--- config.mk ---
export PLATFORM = sky130hd
export DESIGN_NAME = hazard_scoreboard_ctrlr
export DESIGN_NICKNAME = d
export VERILOG_FILES = /design/src/rtl/hazard_pkg.sv /design/src/rtl/hazard_sb_entry.sv /design/src/rtl/hazard_scoreboard_ctrlr.sv
export SDC_FILE = /design/constraint.sdc
export NUM_CORES = 1
export LEC_CHECK = 0
export ABC_AREA = 1
export CAP_MARGIN = 20
export CORE_MARGIN = 5
export CORE_UTILIZATION = 45
export CTS_CLUSTER_SIZE = 24
export DETAILED_ROUTE_END_ITERATION = 12
export GPL_TIMING_DRIVEN = 0
export SYNTH_ARGS = -nofsm -noshare
export SYNTH_HDL_FRONTEND = slang
export SYNTH_SLANG_ARGS = --single-unit
--- constraint.sdc ---
create_clock -name clock -period 4.22 [get_ports clock]
set_input_delay 0.422 -clock clock [delete_from_list [all_inputs] [get_ports clock]]
set_output_delay 0.422 -clock clock [all_outputs]
set_load 0.05 [all_outputs]
--- src/rtl/hazard_pkg.sv ---
// Shared constants for the decode-stage hazard scoreboard: bypass-select and latency encodings.
package hazard_pkg;

    localparam int DEFAULT_MAX_LAT = 4;

    // Forward-select value meaning "read the register file"
    localparam int FSEL_REGFILE = 0;

    // Result latencies, in cycles before the value reaches bypass stage 1
    localparam int LAT_ALU    = 0;
    localparam int LAT_LOAD   = 1;
    localparam int LAT_MULDIV = DEFAULT_MAX_LAT;

endpackage

--- src/rtl/hazard_sb_entry.sv ---
// One scoreboard slot: countdown of cycles until its register's pending write retires,
// with ready/forward-source decode of the current count.
module hazard_sb_entry
    import hazard_pkg::*;
#(
    parameter int FWD_STAGES = 3,
    parameter int CNT_W      = 3,
    parameter int FSEL_W     = 2
) (
    input  logic              clock,
    input  logic              reset,
    input  logic              flush,
    input  logic              load,
    input  logic [CNT_W-1:0]  load_val,
    output logic [CNT_W-1:0]  cnt,
    output logic              pending,
    output logic              raw,
    output logic [FSEL_W-1:0] fwd
);

    // NOTE: sequential state uses non-blocking assignments; the async reset is in the sensitivity
    // list, while flush is an ordinary synchronous clear that outranks load and decrement.
    always_ff @(posedge clock or posedge reset) begin
        if (reset) begin
            cnt <= '0;
        end else if (flush) begin
            cnt <= '0;
        end else if (load) begin
            cnt <= load_val;
        end else if (cnt != '0) begin
            cnt <= cnt - 1'b1;
        end
    end

    assign pending = (cnt != '0);
    assign raw     = (cnt > CNT_W'(FWD_STAGES));

    // NOTE: combinational outputs get a default first so no path leaves them unassigned (no latch).
    always_comb begin
        fwd = FSEL_W'(FSEL_REGFILE);
        if (pending && !raw) begin
            fwd = FSEL_W'(FWD_STAGES + 1 - int'(cnt));
        end
    end

endmodule

--- src/rtl/hazard_scoreboard_ctrlr.sv ---
// Decode-stage hazard controller: per-register countdown scoreboard driving stall and bypass selects.
// Define HAZARD_STATS_EN to add the saturating o_stall_cycles counter.
module hazard_scoreboard_ctrlr
    import hazard_pkg::*;
#(
    parameter int REG_ADDR_W = 5,
    parameter int FWD_STAGES = 3,
    parameter int MAX_LAT    = DEFAULT_MAX_LAT,
    parameter int CNT_W      = $clog2(MAX_LAT + FWD_STAGES + 1),
    parameter int FSEL_W     = $clog2(FWD_STAGES + 1)
) (
    input  logic                  clock,
    input  logic                  reset,
    input  logic                  i_valid,
    input  logic                  i_kill,
    input  logic                  i_flush,
    input  logic [REG_ADDR_W-1:0] i_rs_addr,
    input  logic [REG_ADDR_W-1:0] i_rt_addr,
    input  logic                  i_rs_used,
    input  logic                  i_rt_used,
    input  logic                  i_dst_we,
    input  logic [REG_ADDR_W-1:0] i_dst_addr,
    input  logic [CNT_W-1:0]      i_lat,
    output logic                  o_stall,
    output logic [FSEL_W-1:0]     o_rs_fwd,
    output logic [FSEL_W-1:0]     o_rt_fwd,
    output logic                  o_idle
`ifdef HAZARD_STATS_EN
    ,
    output logic [31:0]           o_stall_cycles
`endif
);

    localparam int NUM_REGS = 2 ** REG_ADDR_W;

    logic [CNT_W-1:0]  cnt [NUM_REGS];
    logic [FSEL_W-1:0] fwd [NUM_REGS];
    logic [NUM_REGS-1:0] pending;
    logic [NUM_REGS-1:0] raw;

    logic [CNT_W-1:0] lat_clamped;
    logic [CNT_W-1:0] load_val;
    logic             rs_raw;
    logic             rt_raw;
    logic             waw;
    logic             issue;
    logic             load_en;

    // Illegal latencies are clamped rather than trusted
    assign lat_clamped = (i_lat > CNT_W'(MAX_LAT)) ? CNT_W'(MAX_LAT) : i_lat;
    assign load_val    = lat_clamped + CNT_W'(FWD_STAGES);

    // Register 0 is hardwired: never pending, always read from the register file
    assign cnt[0]     = '0;
    assign fwd[0]     = FSEL_W'(FSEL_REGFILE);
    assign pending[0] = 1'b0;
    assign raw[0]     = 1'b0;

    for (genvar r = 1; r < NUM_REGS; r++) begin : g_entry
        hazard_sb_entry #(
            .FWD_STAGES (FWD_STAGES),
            .CNT_W      (CNT_W),
            .FSEL_W     (FSEL_W)
        ) u_entry (
            .clock    (clock),
            .reset    (reset),
            .flush    (i_flush),
            .load     (load_en && (i_dst_addr == REG_ADDR_W'(r))),
            .load_val (load_val),
            .cnt      (cnt[r]),
            .pending  (pending[r]),
            .raw      (raw[r]),
            .fwd      (fwd[r])
        );
    end

    assign rs_raw = i_rs_used && raw[i_rs_addr];
    assign rt_raw = i_rt_used && raw[i_rt_addr];
    // A younger write must not land before an older, slower write to the same register
    assign waw    = i_dst_we && (cnt[i_dst_addr] > load_val);

    assign o_stall  = i_valid && !i_kill && !i_flush && (rs_raw || rt_raw || waw);
    assign issue    = i_valid && !i_kill && !o_stall && !i_flush;
    assign load_en  = issue && i_dst_we && (i_dst_addr != '0);

    assign o_rs_fwd = i_rs_used ? fwd[i_rs_addr] : FSEL_W'(FSEL_REGFILE);
    assign o_rt_fwd = i_rt_used ? fwd[i_rt_addr] : FSEL_W'(FSEL_REGFILE);
    assign o_idle   = ~|pending;

`ifdef HAZARD_STATS_EN
    always_ff @(posedge clock or posedge reset) begin
        if (reset) begin
            o_stall_cycles <= '0;
        end else if (o_stall && (o_stall_cycles != '1)) begin
            o_stall_cycles <= o_stall_cycles + 32'd1;
        end
    end
`endif

endmodule
==> results of run 1 <==
## logic make-up (layout without fill, tap and decap cells)
family,Yosys count,after routing,synth area share [%]
AO/OA/AOI/OAI,245,245,15.0
other,0,1,0
buffers and inverters,335,387,12.0
adder cells (fa/ha/maj),96,96,10.3
flip-flops,93,93,20.0
AND/OR/NAND/NOR,931,931,40.3
XOR/XNOR,31,31,2.34
## what timing repair did
action                     4_1_cts  5_1_grt
resized for setup               62       28
hold buffers                     0        0
buffers inserted                 3       10
setup endpoints to repair       94       21
pin swaps                        5        4
## worst paths after layout
check,slack (ps),cells after the start,start,end
max reg2reg,470,18,g_entry[6].u_entry.cnt[0],g_entry[30].u_entry.cnt[0]
max,6,21,i_dst_addr[0],o_stall
min in group clock,440,4,i_flush,g_entry[18].u_entry.cnt[2]
max in group asynchronous,3080,3,reset,g_entry[18].u_entry.cnt[2]
min,410,2,reset,g_entry[3].u_entry.cnt[1]
min reg2reg,590,2,g_entry[3].u_entry.cnt[1],g_entry[3].u_entry.cnt[1]
## through the flow
stage | power (uW) | TNS, ps
floorplan | 5170 | 0
detailed placement | 6680 | -134690
CTS | 7680 | 0
global route | 8470 | -3.39
finish | 7890 | 0
global placement | 6630 | -184970
## Yosys cell counts (all sizes together) (2+ instances only)
| cell type | number | area [sq um] |
|---|---|---|
| nand2 | 450 | 1690 |
| inv | 247 | 927 |
| nand4 | 180 | 1580 |
| nand3 | 123 | 621 |
| nor2 | 118 | 474 |
| o21ai | 101 | 505 |
| ha | 96 | 1200 |
| dfrtp | 93 | 2330 |
| a21oi | 65 | 656 |
| clkbuf | 50 | 188 |
| nor3 | 50 | 250 |
| buf | 35 | 268 |
| o22ai | 35 | 219 |
| xnor2 | 31 | 272 |
| o221ai | 8 | 70.1 |
| a22oi | 6 | 45.0 |
| o2111ai | 6 | 52.6 |
| a221oi | 4 | 35.0 |
| nor4 | 4 | 25.0 |
| o211ai | 4 | 30.0 |
| clkinv | 3 | 11.3 |
| nand3b | 3 | 22.5 |
| o31ai | 3 | 22.5 |
| a21boi | 2 | 15.0 |
| a22o | 2 | 17.5 |
| a31oi | 2 | 12.5 |
## power by group through the flow
stage               clock network (uW)  logic (uW)  registers (uW)
detailed placement                   0        4950            1730
global route                       982        5700            1780
global placement                     0        4910            1720
finish                             943        5210            1740
CTS                                948        5020            1710
floorplan                            0        3590            1580
## critical path: stages
cell,delay [ps]
clkdlybuf4s15_2,240
inv_1,110
nand2_2,100
buf_8,150
buf_8,170
o22ai_1,140
o21ai_2,220
nand4_1,190
o22a_1,250
ha_1,290
nand2_1,50
nor2_1,140
a211oi_2,70
nor2_4,200
inv_1,60
nand2_1,150
nor2_4,80
clkbuf_4,220
or2_2,300
inv_1,70
buf_6,150
## cell type report
| class | count | area (sq um) | share of cell area (%) |
|---|---|---|---|
| sequential | 93 | 2330 | 18.0 |
| antenna | 1 | 2.50 | 0.0193 |
| clock inverter | 5 | 85.1 | 0.658 |
| clock buffer | 9 | 225 | 1.74 |
| timing repair buffer | 41 | 399 | 3.08 |
| inverter | 250 | 952 | 7.36 |
| multi-input combinational | 1303 | 8020 | 61.9 |
| buffer | 82 | 519 | 4.01 |
| tap | 330 | 413 | 3.19 |
## metal layers
layer	vias to the layer above	share of wire, %	track usage (%)
met5	-	0.024	0
li1	5942	-	-
met4	2	5.4	15.9
met3	179	12	10.5
met1	6047	41	50.2
met2	753	41	54.4
==> impl_metrics.toml, run 1 <==
[yosys]
syn-instance-count = 1731
synth_edf_count = 0
synth_seq_area_share_pct = 20.0
synth_fp_nets = 1853
synthArstFlopShare_pct = 100
yosysUniqueCellTypes = 50
syn-cell-area_sq_um = 11600
avgSynthCellArea_sq_um = 6.72
synthFlopType = "dfrtp_1"
yosysWarnings = 0
synth-seq-cells = 93

[grt]
grt_overflow = 0
grt_pass1_wl_um = 79200
gr-usage-all-layers_pct = 36.8
grt_max_degree = 62
first_global_vias = 11900
antenna_found_initial = 2

[pwr]
powerDensity_nw_per_um2 = 610
p_leak_uw = 0.00599
p_seq_share_pct = 22.0
pwr-share-comb_pct = 66.1
power.share.clock_pct = 11.9
power_switching_uw = 4420
intPower_uw = 3470
netSwitchingFraction_pct = 56.0
peakVddDrop_mv = 0.328

[place]
pre_cts_slack_ps = -2700
gp_congestion = 1.06
io_buffers = 27
placed_area_sq_um = 12300
dp_cells = 2089
hpwl_um = 41700

[setup_path]
crit_type = "input port to primary output"
cp-start-kind = "input port"
cp.required_ps = 3800
cp_max_fo = 10
crit_path_end_kind = "primary output"
crit_arrival_ps = 3790

[final_layout]
utilization_pct = 51.1
design_area_sq_um = 12900
layout_commonest_cell = "nand2_1"
final_cells = 2114
drive_gt1_share_pct = 11.4
fill_cells = 2638
layout_common_cells = "nand2_1 (446), inv_1 (207), nand4_1 (149)"
area_delta_synth_final_pct = 11.3
max_flop_register = "g_entry.u_entry.cnt"
largest_register_ffs = 93
largestRegisters = "g_entry.u_entry.cnt x93"
fin_nets = 1902

[floorplan]
die-area_sq_um = 29200
io_pins = 32
coreArea_sq_um = 25300
die_w_um = 171
rows = 58
start_util_pct = 45.9
fp.dieH_um = 171

[clock_tree]
cts_tree = "built"
insertion_delay_ps = 360
clk_pin_slew_ps = 70
htree_levels = 3
cts_buffer_depth = 2
cts_buffers = 9
clockRootBuffer = "clkbuf_16"
clock_sink_count = 93

[sta]
fin_crit_sh_pct = 99.9
hold_viol = 0
finalWorstSetupSlack_ps = 6.26
hold_slack_ps = 414
skew_ps = 9.46
fmaxAchievable_ghz = 0.237
period_needed_ps = 4210
relSlewSlack_pct = 21.6
tightest_slew_ps = 1180
setup_violations = 0
drv_slew = 0

[routing]
drt-total-wl_um = 53800
remaining_drc_errors = 0
dr.pass1.iters = 6
antenna_left = 0
drt_iter0_drc = 1654
num_vias = 12900
vias_per_cell = 6.11
wl_per_cell_um = 25.5

[run]
maxCapViolations = 0

[hold_path]
hp-class = "input port to asynchronous set/reset pin"

[status]
status = "finished clean"
Power figures use the tool's default switching activity.
==> inputs of run 2 (changes only) <==
--- a/config.mk
+++ b/config.mk
@@ -9,8 +9,10 @@
 export CAP_MARGIN = 20
 export CORE_MARGIN = 5
 export CORE_UTILIZATION = 45
+export CTS_BUF_LIST = sky130_fd_sc_hd__clkbuf_4
 export CTS_CLUSTER_SIZE = 24
 export DETAILED_ROUTE_END_ITERATION = 12
+export DONT_BUFFER_PORTS = 1
 export GPL_TIMING_DRIVEN = 0
 export SYNTH_ARGS = -nofsm -noshare
 export SYNTH_HDL_FRONTEND = slang
==> impl_metrics.toml, run 2 (synthesized netlist as in run 1, its figures left out) <==
[status]
status = "finished clean"

[setup_path]
crit_arrival_ps = 3750
cp-start-kind = "input port"
cp.required_ps = 3800
path_cells = "nand2_1 -> clkbuf_2 -> clkbuf_4 -> o22ai_1 -> o21ai_0 -> nand4_1 -> o22a_1 -> ha_1 -> nand2_1 -> nor2_1 -> a211oi_2 -> nor2_4 -> inv_1 -> nand2_1 -> nor2_4 -> buf_4 -> or2_2 -> clkinvlp_4"
crit_path_end_kind = "primary output"
cp_common_cell = "nand2_1"
cpMaxStageDelayCell = "clkbuf_2"
cp_max_fo = 10
cp_slowest_stage_delay_ps = 350
crit_type = "input port to primary output"

[sta]
tightest_slew_ps = 1070
hold_viol = 0
skew_ps = 31.5
tns_ps = 0
relSlewSlack_pct = 28.3
finalWorstSetupSlack_ps = 48.2
setup_violations = 0
hold_slack_ps = 328
rsz0062_at_grt = "yes"
fin_crit_sh_pct = 98.9
drv_slew = 0
fmaxAchievable_ghz = 0.240
period_needed_ps = 4170

[place]
placed_area_sq_um = 12100
io_buffers = 0
gp_congestion = 1.06
dp_cells = 2064
pre_cts_slack_ps = -1210
hpwl_um = 41900

[grt]
antenna_found_initial = 2
grt_max_degree = 59
grt_overflow = 0
first_global_vias = 12000
gr-usage-all-layers_pct = 37.2
grt_pass1_wl_um = 79500

[pwr]
peakVddDrop_mv = 0.280
p_leak_uw = 0.00577
powerDensity_nw_per_um2 = 612

[clock_tree]
clk_pin_slew_ps = 180
insertion_delay_ps = 530
cts_tree = "built"
cts_buffer_depth = 2
clockRootBuffer = "clkbuf_4"
clock_sink_count = 93
htree_levels = 3
cts_buffers = 9

[final_layout]
layout_common_cells = "nand2_1 (450), inv_1 (201), nand4_1 (149)"
area_delta_synth_final_pct = 7.52
max_flop_register = "g_entry.u_entry.cnt"
drive_gt1_share_pct = 11.7
fin_nets = 1879
layout_commonest_cell = "nand2_1"
final_cells = 2094
largest_register_ffs = 93
fill_cells = 2631
design_area_sq_um = 12500
largestRegisters = "g_entry.u_entry.cnt x93"

[routing]
drt_iter0_drc = 1759
vias_per_cell = 6.20
remaining_drc_errors = 0
drt-total-wl_um = 54600
dr.pass1.iters = 5
num_vias = 13000
antenna_left = 0
wl_per_cell_um = 26.1

[floorplan]
rows = 58
start_util_pct = 45.9
io_pins = 32
die_w_um = 171
die-area_sq_um = 29200
coreArea_sq_um = 25300
fp.dieH_um = 171

[hold_path]
hp-class = "input port to flop"

[run]
maxCapViolations = 0
==> run 2: changes by cell type in the layout (fill, tap and decap cells not counted), sizes merged, moves of 3 or more <==
cell and change:
clkbuf +6, buf -5, clkdlybuf4s50 -20, dlymetal6s2s -3
==> run 2: final cells by class <==
cell class,instances,area [sq um],area share (%)
Clock buffer,9,67.6,0.540
Sequential cell,93,2330,18.7
Inverter,250,950,7.60
Tap cell,330,413,3.30
Clock inverter,7,114,0.911
Timing Repair Buffer,16,151,1.21
Antenna cell,2,5.00,0.0400
Buffer,84,478,3.82
Multi-Input combinational cell,1303,7990,63.9
==> run 2: path summary, 6_finish.rpt <==
kind                                                start                    endpoint  slack (ps)  depth (start not counted)
min in group asynchronous                           reset  g_entry[19].u_entry.cnt[1]         390                          2
worst max-delay path                        i_dst_addr[1]                     o_stall          50                         18
worst min register to register  g_entry[3].u_entry.cnt[1]   g_entry[3].u_entry.cnt[1]         600                          2
max in group asynchronous                           reset  g_entry[20].u_entry.cnt[2]        3120                          3
worst max register to register  g_entry[3].u_entry.cnt[2]  g_entry[28].u_entry.cnt[1]         350                         20
worst min-delay path                             i_lat[2]  g_entry[11].u_entry.cnt[2]         330                          4
==> run 2: per-layer routing <==
layer / vias to the layer above / track usage (%) / share of wire (%)
li1: 5910 / - / -
met1: 6061 / 49.9 / 40
met2: 804 / 53.3 / 41
met3: 205 / 11.9 / 13
met4: 0 / 19.1 / 6.2
met5: - / 0 / 0
==> run 2: worst max-delay path: cells and delay by family <==
family / cells / cell delay (ps)
AO/OA/AOI/OAI: 4 / 710
buffers and inverters: 5 / 1180
AND/OR/NAND/NOR: 8 / 1140
adder cells (fa/ha/maj): 1 / 290
==> run 2: metrics by stage <==
| stage | util, % | total power (uW) |
|---|---|---|
| floorplan | - | 5170 |
| global placement | 47.5 | 6630 |
| detailed placement | 47.7 | 6680 |
| CTS | 48.7 | 7400 |
| global route | 49.4 | 8230 |
| finish | 49.4 | 7650 |
==> run 2: repair_timing <==
action / 4_1_cts / 5_1_grt
gates resized for setup: 23 / 27
hold buffers: 1 / 0
pin swaps: 2 / 3
buffers inserted: 1 / 9
cloned: 0 / 0
hold endpoints to repair: 35 / 0
setup endpoints to repair: 40 / 2
==> run 2: power by group <==
group	total, uW	internal [uW]	switching, uW	leakage (uW)
Combinational	5250	1700	3550	0.00445
Clock	679	256	423	0.0000962
Sequential	1720	1250	468	0.00122
